`config.mk`:
```
export PLATFORM = sky130hd
export DESIGN_NAME = branch_unit
export DESIGN_NICKNAME = d
export VERILOG_FILES = /design/src/rtl/branch_unit_pkg.sv /design/src/rtl/branch_unit_con_ff_logic.sv /design/src/rtl/branch_unit.sv
export SDC_FILE = /design/constraint.sdc
export NUM_CORES = 1
export LEC_CHECK = 0
export CAP_MARGIN = 20
export CORE_MARGIN = 4
export CORE_UTILIZATION = 47
export DETAILED_ROUTE_END_ITERATION = 8
export PLACE_DENSITY = 0.74
export RECOVER_POWER = 100
export SYNTH_ARGS = -nofsm -noshare
export SYNTH_HDL_FRONTEND = slang
export SYNTH_SLANG_ARGS = --single-unit
export TNS_END_PERCENT = 100
```
`constraint.sdc`:
```
create_clock -name clk -period 2.75 [get_ports clk]
set_clock_uncertainty 0.1 [all_clocks]
set_input_delay 0.55 -clock clk [delete_from_list [all_inputs] [get_ports clk]]
set_output_delay 0.55 -clock clk [all_outputs]
set_load 0.005 [all_outputs]
```
`src/rtl/branch_unit_pkg.sv`:
```
// -----------------------------------------------------------------------------
// branch_unit_pkg
// Shared encodings for the branch/jump resolution unit. The datapath control
// unit decodes the IR with the same constants, so keep them in one place.
//   - MODE_* : operation selected by the IR opcode
//   - COND_* : IR C2 field condition for conditional branches
//   - state_t: sequencing states of the branch unit
// -----------------------------------------------------------------------------
package branch_unit_pkg;

    localparam logic [1:0] MODE_BR  = 2'b00;
    localparam logic [1:0] MODE_JR  = 2'b01;
    localparam logic [1:0] MODE_JAL = 2'b10;
    localparam logic [1:0] MODE_RSV = 2'b11;

    localparam logic [1:0] COND_ZERO = 2'b00;
    localparam logic [1:0] COND_NZ   = 2'b01;
    localparam logic [1:0] COND_POS  = 2'b10;
    localparam logic [1:0] COND_NEG  = 2'b11;

    typedef enum logic [1:0] {
        ST_IDLE   = 2'd0,
        ST_EVAL   = 2'd1,
        ST_TARGET = 2'd2,
        ST_COMMIT = 2'd3
    } state_t;

endpackage

```
`src/rtl/branch_unit_con_ff_logic.sv`:
```
// -----------------------------------------------------------------------------
// con_ff_logic
// Combinational decode of the C2 condition against a register value. Its
// result is registered into CON by the instantiating unit.
// Ports:
//   cond      in  2       condition select (COND_*)
//   ra_val    in  DATA_W  register value under test
//   cond_true out 1       condition holds for ra_val
// -----------------------------------------------------------------------------
module con_ff_logic
    import branch_unit_pkg::*;
#(
    parameter int DATA_W = 32
) (
    input  logic [1:0]        cond,
    input  logic [DATA_W-1:0] ra_val,
    output logic              cond_true
);

    // Positive means "sign bit clear", so zero counts as positive.
    always_comb begin
        cond_true = 1'b0;
        case (cond)
            COND_ZERO: cond_true = (ra_val == '0);
            COND_NZ:   cond_true = (ra_val != '0);
            COND_POS:  cond_true = ~ra_val[DATA_W-1];
            COND_NEG:  cond_true = ra_val[DATA_W-1];
            default:   cond_true = 1'b0;
        endcase
    end

endmodule

```
`src/rtl/branch_unit.sv`:
```
// -----------------------------------------------------------------------------
// branch_unit
// Multi-cycle branch/jump resolution: IDLE -> EVAL -> TARGET -> COMMIT.
// Evaluates the branch condition into CON, computes the target and issues a
// one-cycle PC load (when taken) and link write (jal) with done in COMMIT.
// Ports:
//   clk, clear_n      clock (rising edge), asynchronous active-low reset
//   start             request, accepted only in IDLE
//   mode, cond        operation and condition select (see package)
//   ra_val, pc, offset operands captured when start is accepted
//   busy, done        busy from the cycle after acceptance through COMMIT;
//                     done pulses in COMMIT
//   con_ff            registered condition result
//   pc_load, pc_next  PC load pulse and target (pc_next holds otherwise)
//   link_we, link_data link-register write pulse and return address
//   taken_cnt, exec_cnt saturating statistics counters
// -----------------------------------------------------------------------------
module branch_unit
    import branch_unit_pkg::*;
#(
    parameter int DATA_W = 32,
    parameter int OFF_W  = 19,
    parameter int CNT_W  = 16
) (
    input  logic              clk,
    input  logic              clear_n,
    input  logic              start,
    input  logic [1:0]        mode,
    input  logic [1:0]        cond,
    input  logic [DATA_W-1:0] ra_val,
    input  logic [DATA_W-1:0] pc,
    input  logic [OFF_W-1:0]  offset,
    output logic              busy,
    output logic              done,
    output logic              con_ff,
    output logic              pc_load,
    output logic [DATA_W-1:0] pc_next,
    output logic              link_we,
    output logic [DATA_W-1:0] link_data,
    output logic [CNT_W-1:0]  taken_cnt,
    output logic [CNT_W-1:0]  exec_cnt
);

    localparam logic [CNT_W-1:0] CNT_ONE = CNT_W'(1);

    state_t              state;
    logic [1:0]          mode_q;
    logic [1:0]          cond_q;
    logic [DATA_W-1:0]   ra_q;
    logic [DATA_W-1:0]   pc_q;
    logic [OFF_W-1:0]    off_q;
    logic                cond_true;
    logic                con_next;
    logic [DATA_W-1:0]   target;

    con_ff_logic #(
        .DATA_W(DATA_W)
    ) u_con_ff_logic (
        .cond      (cond_q),
        .ra_val    (ra_q),
        .cond_true (cond_true)
    );

    // CON value for the captured operation: jumps are always taken and the
    // reserved mode behaves as a never-taken branch.
    always_comb begin
        con_next = 1'b0;
        case (mode_q)
            MODE_BR:  con_next = cond_true;
            MODE_JR:  con_next = 1'b1;
            MODE_JAL: con_next = 1'b1;
            default:  con_next = 1'b0;
        endcase
    end

    // Branch target is PC+4 plus the sign-extended C field, wrapping at the
    // datapath width; jumps go to the register value.
    always_comb begin
        target = pc_q + {{(DATA_W-OFF_W){off_q[OFF_W-1]}}, off_q};
        if (mode_q == MODE_JR || mode_q == MODE_JAL) begin
            target = ra_q;
        end
    end

    // Sequencer with registered outputs. The commit results are loaded on
    // the edge leaving TARGET so that they are visible during COMMIT; a reset
    // at any point therefore aborts the operation before anything commits.
    always_ff @(posedge clk or negedge clear_n) begin
        if (!clear_n) begin
            state     <= ST_IDLE;
            mode_q    <= '0;
            cond_q    <= '0;
            ra_q      <= '0;
            pc_q      <= '0;
            off_q     <= '0;
            busy      <= 1'b0;
            done      <= 1'b0;
            con_ff    <= 1'b0;
            pc_load   <= 1'b0;
            pc_next   <= '0;
            link_we   <= 1'b0;
            link_data <= '0;
            taken_cnt <= '0;
            exec_cnt  <= '0;
        end else begin
            done    <= 1'b0;
            pc_load <= 1'b0;
            link_we <= 1'b0;
            case (state)
                ST_IDLE: begin
                    if (start) begin
                        mode_q <= mode;
                        cond_q <= cond;
                        ra_q   <= ra_val;
                        pc_q   <= pc;
                        off_q  <= offset;
                        busy   <= 1'b1;
                        state  <= ST_EVAL;
                    end
                end
                ST_EVAL: begin
                    con_ff <= con_next;
                    state  <= ST_TARGET;
                end
                ST_TARGET: begin
                    done    <= 1'b1;
                    pc_load <= con_ff;
                    if (con_ff) begin
                        pc_next <= target;
                        if (taken_cnt != '1) begin
                            taken_cnt <= taken_cnt + CNT_ONE;
                        end
                    end
                    if (mode_q == MODE_JAL) begin
                        link_we   <= 1'b1;
                        link_data <= pc_q;
                    end
                    if (exec_cnt != '1) begin
                        exec_cnt <= exec_cnt + CNT_ONE;
                    end
                    state <= ST_COMMIT;
                end
                ST_COMMIT: begin
                    busy  <= 1'b0;
                    state <= ST_IDLE;
                end
                default: begin
                    busy  <= 1'b0;
                    state <= ST_IDLE;
                end
            endcase
        end
    end

endmodule

```
==> results.toml <==
[cells_and_area]
area_growth_pct = 33.4
n_antenna_cell = 0
n_fill_cell = 1577
final_layout_size_suffix_gt1_frac = 0.219
final_nets = 1178

[grt]
grt-ovfl-total = 0
grt_first_pass_wirelength_um = 39500
antenna_found_initial = 0
grt_use_total = 0.221
grt_max_degree = 59
grt_pass1_vias = 7460

[synthesis]
synth_ff_type = "dfrtp_1"
ys_ff_latch = 190
ys_warn_count = 0
synth.avg_cell_area_um2 = 11.4
synth-seq-area-share = 0.505
synth_cells = 822
syn_nets = 953
synth_edf_count = 0
synth-async-reset-ratio = 1.00
synthesis.area_mm2 = 0.00941
synth.distinct_cells = 54

[placed_design]
place_congestion = 0.862
dp_hpwl_um = 17800
dp_slack_ns = -0.104
port_buffers = 190

[critical_path]
slowest_delay_ns = 0.40
cp_top_family = "compound AO/OA/AOI/OAI gates"
cp_max_fo = 3
startpoint_type = "flip-flop"
critPathKind = "reg -> reg"
reg2reg_depth = 11
end_kind = "flip-flop"
worst_ep_required_time_ns = 2.97
arrival_ns = 2.90
worst-path-buf-inv = 1
crit_chain = "ha_1 -> fa_2 -> a211oi_2 -> o21ai_1 -> a21oi_1 -> buf_4 -> a21oi_2 -> o2111ai_1 -> nand3_1 -> a311o_1 -> o21a_1"
crit_slowest_cell = "dfrtp_1"
cp.depth = 11

[pwr]
combPwrFrac = 0.552
total_power_w = 0.0170
p_leak_nw = 5.63
internal_power_w = 0.0102
p_sw_frac = 0.402
p_switching_w = 0.00685
pwr-share-clk = 0.154
seqPwrFrac = 0.293
vdd_ir_drop_max_mv = 0.660
p_per_area_mw_per_mm2 = 1360

[route]
wl_per_cell_um = 18.1
drtIter0Drc = 324
dr.pass1.iters = 5
drt-total-wl_um = 23900
vias_per_cell = 5.39
drtAntennaViolNets = 0
drc = 0
vias = 7141

[floorplanning]
ios = 191
die-area_mm2 = 0.0224
die_w_um = 150
chipHeight_um = 150
num_rows = 51
start_util = 0.480
core_area_mm2 = 0.0196

[sta]
tightestPinTransition_ns = 1.44
setup_viol = 0
setup_slack_ns = 0.0649
hold_violations = 0
rsz0062_at_grt = "yes"
relSlewSlack = 0.0410
fmax_ghz = 0.372
maxSlewViolCount = 0
fin_crit_sh = 0.976
finalCriticalPeriod_ns = 2.69

[clocking]
clockBufferDepth = 2
worst_skew_pair.late_latency_ns = 0.43
cts_tree = "yes"
cts_sinks = 190
htree_levels = 4
cts-root-buf = "clkbuf_16"
cts_buffers = 17
clkTransAtPathRegs_ns = 0.08

[hold_path]
holdCritPathClass = "reg -> reg"
whs_path_depth = 2

[flow_run]
drv_cap = 0

[outcome]
status = "finished, final reports clean"
==> power groups by stage <==
stage	Combinational [W]	Sequential, W	Clock [W]
after floorplan	0.00583	0.00481	0
after global placement	0.00935	0.00498	0
after detailed placement	0.00945	0.00505	0
after CTS	0.00959	0.00502	0.00268
after global routing	0.0104	0.00515	0.00280
final	0.00940	0.00499	0.00263
==> registers in the layout, indices dropped and copies added (netlist names), 16 cells and up <==
register	flops
link_data	32
pc_next	32
pc_q	32
ra_q	32
off_q	19
exec_cnt	16
taken_cnt	16
==> timing repair <==
item / in CTS / in global routing
pin swaps: 2 / 2
buffers inserted: 1 / 0
gates resized for setup: 3 / 14
endpoints found under the hold margin: 15 / 0
setup endpoints to repair: 1 / 10
hold buffers: 1 / 0
==> metrics by stage <==
stage	util	cell area, um^2	std cells	hold WS, ns	setup TNS, ns
floorplan	-	9410	822	0.154	0
global placement	0.610	11900	1291	0.361	-0.0295
detailed placement	0.610	11900	1291	0.370	-0.104
CTS	0.643	12600	1325	0.387	0
global route	0.641	12600	1325	0.413	-0.177
finish	0.641	12600	1325	0.376	0
==> Yosys cell counts (all sizes together), types with 2 or more instances <==
library cell,instances,area share
a211oi,4,0.0048
a21o,15,0.012
a21oi,64,0.035
a221oi,3,0.0035
a31oi,6,0.0040
and2,2,0.0013
and3,11,0.0073
and4,2,0.0019
buf,17,0.0081
clkbuf,18,0.0072
dfrtp,190,0.51
ha,40,0.053
inv,21,0.0084
mux2,121,0.14
mux2i,3,0.0032
nand2,52,0.021
nand2b,2,0.0013
nand3,22,0.012
nand4,17,0.011
nor2,40,0.016
nor2b,3,0.0020
nor3,8,0.0048
nor4,7,0.0047
o2111ai,2,0.0019
o21a,8,0.0064
o21ai,47,0.026
o21bai,9,0.0072
o22ai,5,0.0033
o31a,2,0.0019
o31ai,3,0.0044
o41ai,3,0.0064
or2,2,0.0013
or3,5,0.0033
or4,3,0.0024
xnor2,35,0.033
xor2,23,0.021
==> metal layers <==
metal | vias up | part of all wire | track usage | wire (um)
li1 | 3414 | - | - | -
met1 | 3538 | 0.46 | 0.308 | 11100
met2 | 178 | 0.46 | 0.346 | 11000
met3 | 11 | 0.069 | 0.0742 | 1640
met4 | 0 | 0.0070 | 0.0352 | 167
met5 | - | 0 | 0 | 0
==> worst min-delay path, cell delays in order, from the launching register on <==
cell     delay (ns)
dfrtp_1        0.34
nand2_1        0.04
o21ai_0        0.06
==> cell usage in the layout, fill, tap and decap left out, drive strengths merged, types with 6 or more instances in the layout <==
cell and count:
and3 11, nand2 52, o21a 8, nor3 8, xor2 23, ha 40, inv 27, nor2 40
xnor2 35, buf 43, a21oi 64, clkdlybuf4s50 88, nand3 22, nor4 7, a21o 15, dlygate4sd3 102
mux2 121, o21ai 47, nand4 17, a31oi 6, dfrtp 190, o21bai 9, clkbuf 25
==> cells by family (layout without fill, tap and decap cells) <==
| group | Yosys count | count (layout) | synth area share |
|---|---|---|---|
| AND/OR/NAND/NOR | 178 | 178 | 0.0929 |
| multiplexers | 124 | 124 | 0.148 |
| AO/OA/AOI/OAI | 175 | 175 | 0.121 |
| flip-flops | 190 | 190 | 0.505 |
| adder cells (fa/ha/maj) | 41 | 41 | 0.0553 |
| XOR/XNOR | 58 | 58 | 0.0540 |
| buffers and inverters | 56 | 294 | 0.0237 |
==> final timing paths <==
| kind | startpoint | to | slack (ns) |
|---|---|---|---|
| min in group asynchronous | clear_n | link_we | 0.89 |
| max | pc_q[0] | pc_next[30] | 0.06 |
| min reg2reg | pc_next[7] | pc_next[7] | 0.38 |
| max in group asynchronous | clear_n | off_q[13] | 0.43 |
| min | pc_next[7] | pc_next[7] | 0.38 |
| max reg2reg | pc_q[0] | pc_next[30] | 0.06 |
==> layout make-up <==
cell class | instances | area [um^2] | area share
clock buffer | 17 | 425 | 0.0339
clock inverter | 15 | 201 | 0.0160
inverter | 21 | 78.8 | 0.00628
multi-input combinational | 576 | 4460 | 0.356
sequential | 190 | 4750 | 0.379
tap | 265 | 332 | 0.0264
timing repair buffer | 241 | 2300 | 0.183
Power figures use the tool's default switching activity.
